[config.mk]
export PLATFORM = sky130hd
export DESIGN_NAME = fir_mac_scheduler
export DESIGN_NICKNAME = d
export VERILOG_FILES = /design/src/rtl/fir_pkg.sv /design/src/rtl/fir_sample_ring.sv /design/src/rtl/fir_mac_scheduler.sv
export SDC_FILE = /design/constraint.sdc
export NUM_CORES = 1
export LEC_CHECK = 0
export ABC_CLOCK_PERIOD_IN_PS = 16600
export CAP_MARGIN = 15
export CORE_AREA = 2 2 142 283
export DETAILED_ROUTE_END_ITERATION = 8
export DIE_AREA = 0 0 144 285
export PLACE_DENSITY_LB_ADDON = 0.3
export SLEW_MARGIN = 10
export SYNTH_ARGS = -nofsm -noshare
export SYNTH_HDL_FRONTEND = slang
export SYNTH_SLANG_ARGS = --single-unit
[constraint.sdc]
create_clock -name clk -period 16.6 [get_ports clk]
set_input_delay 2.49 -clock clk [delete_from_list [all_inputs] [get_ports clk]]
set_output_delay 2.49 -clock clk [all_outputs]
set_load 0.01 [all_outputs]
[src/rtl/fir_pkg.sv]
// Shared constants, coefficient table and ring-index helper for the 31-tap
// symmetric FIR MAC scheduler.
package fir_pkg;

    localparam int unsigned DW    = 10;
    localparam int unsigned NTAPS = 31;
    localparam int unsigned NPAIR = (NTAPS + 1) / 2;
    localparam int unsigned CW    = 7;
    localparam int unsigned ACCW  = 21;
    localparam int unsigned SHIFT = 10;
    localparam int unsigned PW    = $clog2(NTAPS);
    localparam int unsigned KW    = $clog2(NPAIR);

    localparam logic [CW-1:0] COEF [NPAIR] = '{
        7'd3,  7'd4,  7'd6,  7'd8,  7'd12, 7'd17, 7'd23, 7'd29,
        7'd36, 7'd43, 7'd50, 7'd56, 7'd61, 7'd65, 7'd67, 7'd68
    };

    typedef enum logic [1:0] {IDLE, LOAD, MAC, DONE} fir_state_t;

    // (base - d) mod NTAPS; the ring is 31 deep, so wrap is handled explicitly
    function automatic logic [PW-1:0] ring_sub(input logic [PW-1:0] base,
                                               input logic [PW-1:0] d);
        logic [PW:0] t;
        if (base >= d) begin
            t = {1'b0, base - d};
        end else begin
            t = {1'b0, base} + (PW+1)'(NTAPS) - {1'b0, d};
        end
        return t[PW-1:0];
    endfunction

endpackage

[src/rtl/fir_sample_ring.sv]
// 31-entry sample history: one write port advancing a wrapping pointer,
// two combinational read ports for the symmetric tap pair.
module fir_sample_ring
    import fir_pkg::*;
(
    input  logic          clk,
    input  logic          reset,
    input  logic          we,
    input  logic [DW-1:0] wdata,
    input  logic [PW-1:0] idx_a,
    input  logic [PW-1:0] idx_b,
    output logic [DW-1:0] rdata_a_c,
    output logic [DW-1:0] rdata_b_c,
    output logic [PW-1:0] wptr
);

    logic [DW-1:0] mem [NTAPS];

    always_ff @(posedge clk) begin
        if (reset) begin
            for (int i = 0; i < int'(NTAPS); i++) begin
                mem[i] <= '0;
            end
            wptr <= '0;
        end else if (we) begin
            mem[wptr] <= wdata;
            wptr      <= (wptr == PW'(NTAPS - 1)) ? '0 : wptr + PW'(1);
        end
    end

    assign rdata_a_c = mem[idx_a];
    assign rdata_b_c = mem[idx_b];

endmodule

[src/rtl/fir_mac_scheduler.sv]
// Time-multiplexed symmetric FIR: accepts a sample, runs 16 shared-multiplier
// MAC steps over the coefficient pairs, then emits one saturated output.
module fir_mac_scheduler
    import fir_pkg::*;
(
    input  logic          clk,
    input  logic          reset,
    input  logic          sample_valid,
    input  logic [DW-1:0] sample_in,
    output logic          sample_ready,
    output logic          filt_valid,
    output logic [DW-1:0] filt_out,
    output logic          busy,
    output logic          overrun
);

    fir_state_t            state, state_next;
    logic [KW-1:0]         k;
    logic [PW-1:0]         newest, wptr, idx_a, idx_b;
    logic [DW-1:0]         rdata_a, rdata_b;
    logic [DW:0]           pair_sum;
    logic [CW+DW:0]        product;
    logic [ACCW-1:0]       acc, acc_sum;
    logic [ACCW-SHIFT-1:0] scaled;
    logic [DW-1:0]         sat_val;
    logic                  accept, last_step;
    logic                  ready_d, busy_d, valid_d;

    assign accept    = (state == IDLE) && sample_valid;
    assign last_step = (k == KW'(NPAIR - 1));

    fir_sample_ring u_ring (
        .clk       (clk),
        .reset     (reset),
        .we        (accept),
        .wdata     (sample_in),
        .idx_a     (idx_a),
        .idx_b     (idx_b),
        .rdata_a_c (rdata_a),
        .rdata_b_c (rdata_b),
        .wptr      (wptr)
    );

    // Tap pair x[n-k] / x[n-30+k]; on the centre step both indices coincide
    assign idx_a    = ring_sub(newest, PW'(k));
    assign idx_b    = ring_sub(newest, PW'(NTAPS - 1) - PW'(k));
    assign pair_sum = last_step ? {1'b0, rdata_a}
                                : ({1'b0, rdata_a} + {1'b0, rdata_b});
    assign product  = (CW+DW+1)'(COEF[k]) * (CW+DW+1)'(pair_sum);
    assign acc_sum  = acc + ACCW'(product);
    assign scaled   = acc_sum[ACCW-1:SHIFT];
    assign sat_val  = (scaled > (ACCW-SHIFT)'((1 << DW) - 1)) ? '1 : scaled[DW-1:0];

    always_ff @(posedge clk) begin
        if (reset) begin
            state <= IDLE;
        end else begin
            state <= state_next;
        end
    end

    always_comb begin
        state_next = state;
        case (state)
            IDLE:    if (sample_valid) state_next = LOAD;
            LOAD:    state_next = MAC;
            MAC:     if (last_step) state_next = DONE;
            DONE:    state_next = IDLE;
            default: state_next = IDLE;
        endcase
    end

    // Status outputs are registered from the state being entered
    always_comb begin
        ready_d = 1'b0;
        busy_d  = 1'b0;
        valid_d = 1'b0;
        case (state_next)
            IDLE:     ready_d = 1'b1;
            LOAD,
            MAC:      busy_d  = 1'b1;
            DONE: begin
                busy_d  = 1'b1;
                valid_d = 1'b1;
            end
            default:  ready_d = 1'b0;
        endcase
    end

    always_ff @(posedge clk) begin
        if (reset) begin
            sample_ready <= 1'b1;
            busy         <= 1'b0;
            filt_valid   <= 1'b0;
            filt_out     <= '0;
            overrun      <= 1'b0;
            acc          <= '0;
            k            <= '0;
            newest       <= '0;
        end else begin
            sample_ready <= ready_d;
            busy         <= busy_d;
            filt_valid   <= valid_d;
            if (sample_valid && (state != IDLE)) begin
                overrun <= 1'b1;
            end
            case (state)
                IDLE: if (accept) newest <= wptr;
                LOAD: begin
                    acc <= '0;
                    k   <= '0;
                end
                MAC: begin
                    acc <= acc_sum;
                    k   <= k + KW'(1);
                    if (last_step) filt_out <= sat_val;
                end
                default: ;
            endcase
        end
    end

endmodule

==> impl_metrics.env <==
export IMPL_status="complete, no violations"
export IMPL_drc=0
export IMPL_htreeDepth=2
export IMPL_synth_common_cells="edfxtp_1 (320), and2_1 (314), mux2i_1 (172)"
export IMPL_ys_warn_count=0
export IMPL_finalSetupTns_ns=0
export IMPL_syn_to_final_growth_pct=5.31
export IMPL_post_cts_resized=0
export IMPL_ys_ff_latch=371
export IMPL_n_antenna_cell=0
export IMPL_worst_setup_path_end_kind="flop"
export IMPL_fin_cells=2970
export IMPL_grt_overflow=0
export IMPL_place_gp_congestion=1.09
export IMPL_clock_sinks=371
export IMPL_avgRoutedWirePerCell_um=27.0
export IMPL_synth_net_count=2678
export IMPL_tightest_slew_ns=1.12
export IMPL_start_kind="flop"
export IMPL_whs_path_depth=2
export IMPL_synthCells=2523
export IMPL_finalCriticalPeriod_ns=12.84
export IMPL_setup_viol=0
export IMPL_dieWidth_um=144
export IMPL_synth_area_um2=26300
export IMPL_grtUsageTotal_pct=39.1
export IMPL_yosysSeqAreaShare_pct=40.5
export IMPL_core_area_um2=39000
export IMPL_worstHoldPathType="reg2reg"
export IMPL_synth_edf_count=320
export IMPL_synth_top_cell_area_share_pct=36.6
export IMPL_post_route_period_util_pct=77.3
export IMPL_synth_top_cell_by_area="edfxtp_1"
export IMPL_final_max_slew_violation_count=0
export IMPL_die_area_um2=41000
export IMPL_critical_path_top_delay_family="adder cells"
export IMPL_slowest_stage="buf_4"
export IMPL_synth_area_top_cells="edfxtp_1 (37%), and2_1 (7.5%), mux2i_1 (6.6%), fa_1 (5.0%), mux4_2 (4.7%)"
export IMPL_postCtsSetupRepairBufs=0
export IMPL_max_slew_margin_pct=25.1
export IMPL_clk_pin_slew_ns=0.08
export IMPL_synth_most_common_cell="edfxtp_1"
export IMPL_worst_setup_path_type="reg2reg"
export IMPL_grt_max_degree=83
export IMPL_wl_um=80100
export IMPL_place_hpwl_um=55100
export IMPL_ys_async_sr_fraction_pct=0
export IMPL_initial_core_util_pct=67.3
export IMPL_max_freq_mhz=77.9
export IMPL_numPortBuffers=26
export IMPL_hold_viol=0
export IMPL_grt_pass1_vias=19900
export IMPL_antenna_found_initial=0
export IMPL_grt_pass1_wl_um=120000
export IMPL_rr_worst_depth=43
export IMPL_fin_skew_ns=0.0190
export IMPL_avgViaCountPerCell=7.00
export IMPL_first_pass_iters=6
export IMPL_rows=103
export IMPL_cp_required_ns=17.05
export IMPL_drive_above_1_share_pct=9.82
export IMPL_root_buffer="clkbuf_16"
export IMPL_numCtsBuffers=34
export IMPL_grt_setup_unrepaired="false"
export IMPL_drv_cap=0
export IMPL_vias=20800
export IMPL_cts_tree="yes"
export IMPL_die_y_um=285
export IMPL_placed_cells=2909
export IMPL_critical_path_max_stage_delay_ns=0.80
export IMPL_cpMostUsedCell="a21oi_1"
export IMPL_holdBufCountCts=0
export IMPL_ys_flop_type="edfxtp_1"
export IMPL_worst_path_stages=43
export IMPL_antenna_left=0
export IMPL_path_max_fanout=75
export IMPL_io_pin_count=27
export IMPL_final_util_pct=70.8
export IMPL_drtIter0Drc=3003
export IMPL_synth_cell_types=92
export IMPL_critPathBufInv=7
export IMPL_layout_nets=2575
export IMPL_syn_avg_cell_area_um2=10.4
export IMPL_clk_latency_ns=0.55
export IMPL_clk_path_buf_depth=3
export IMPL_arrival_ns=13.28
kinds of logic after synthesis:
kind of cell / Yosys count / synth area share (%)
flip-flops: 371 / 40.5
AND/OR/NAND/NOR: 872 / 17.8
AO/OA/AOI/OAI: 511 / 13.9
XOR/XNOR: 47 / 1.60
adder cells (fa/ha/maj): 145 / 8.74
buffers and inverters: 328 / 5.26
multiplexers: 249 / 12.2
worst reg2reg max path, delay by kind of cell (launching register included):
kind	cells	cell delay (ns)
AOI/OAI and AO/OA	16	3.33
buffers and inverters	7	2.15
adders and majority gates	9	4.00
muxes	1	0.32
xor gates and xnor gates	3	0.96
and+or+nand+nor	7	1.44
DFF	1	0.56
registers in the layout (all words and copies together), names as in the netlist:
register and count:
u_ring.mem 320, acc 21, filt_out 10, newest 5, u_ring.wptr 5, k 4, state 2, busy 1
filt_valid 1, overrun 1, sample_ready 1
stage by stage:
step	setup slack [ns]	instance area (µm²)	hold WS [ns]
CTS	3.95	27700	0.485
finish	3.76	27700	0.493
floorplan	6.73	26300	0.466
detailed placement	4.06	26600	0.463
global route	2.94	27700	0.505
global placement	4.49	26600	0.459
per-layer routing:
| layer | global-route usage [%] | wire length (µm) | vias up |
|---|---|---|---|
| li1 | - | - | 8975 |
| met1 | 51.0 | 28300 | 10000 |
| met2 | 59.8 | 36500 | 1430 |
| met3 | 7.77 | 8830 | 374 |
| met4 | 24.9 | 6470 | 0 |
| met5 | 0 | 0 | - |
cell type report:
class	count	area [µm²]
multi-input combinational	1824	14300
fill	2849	11400
sequential	371	10600
clock buffer	37	883
tap	525	657
timing repair buffer	66	563
inverter	123	462
clock inverter	24	149
worst paths after layout:
kind	from	to	slack (ns)
worst max register to register	k[0]	filt_out[9]	3.76
worst min-delay path	overrun	overrun	0.49
worst min register to register	overrun	overrun	0.49
worst max-delay path	k[0]	filt_out[9]	3.76
cell usage in the layout, fill, tap and decap left out, types with 18 or more instances in the layout:
| master | count |
|---|---|
| clkbuf_16 | 35 |
| a21oi_1 | 123 |
| and2_1 | 314 |
| o21ai_0 | 47 |
| nand3_1 | 51 |
| mux4_2 | 55 |
| a22oi_1 | 23 |
| edfxtp_1 | 320 |
| nor2b_1 | 76 |
| xor2_1 | 19 |
| dfxtp_1 | 51 |
| xnor2_1 | 26 |
| or2_2 | 34 |
| clkdlybuf4s50_1 | 24 |
| ha_1 | 76 |
| o22ai_1 | 24 |
| nand2_1 | 143 |
| buf_4 | 39 |
| a211oi_1 | 76 |
| inv_1 | 120 |
| mux2i_1 | 172 |
| nor2_1 | 145 |
| fa_1 | 63 |
| and3_1 | 18 |
| nor3_1 | 31 |
| a221oi_1 | 49 |
Power is left out: the tool's default activity adds up to more than one toggle a clock period on the data nets, which glitch-free logic cannot reach.
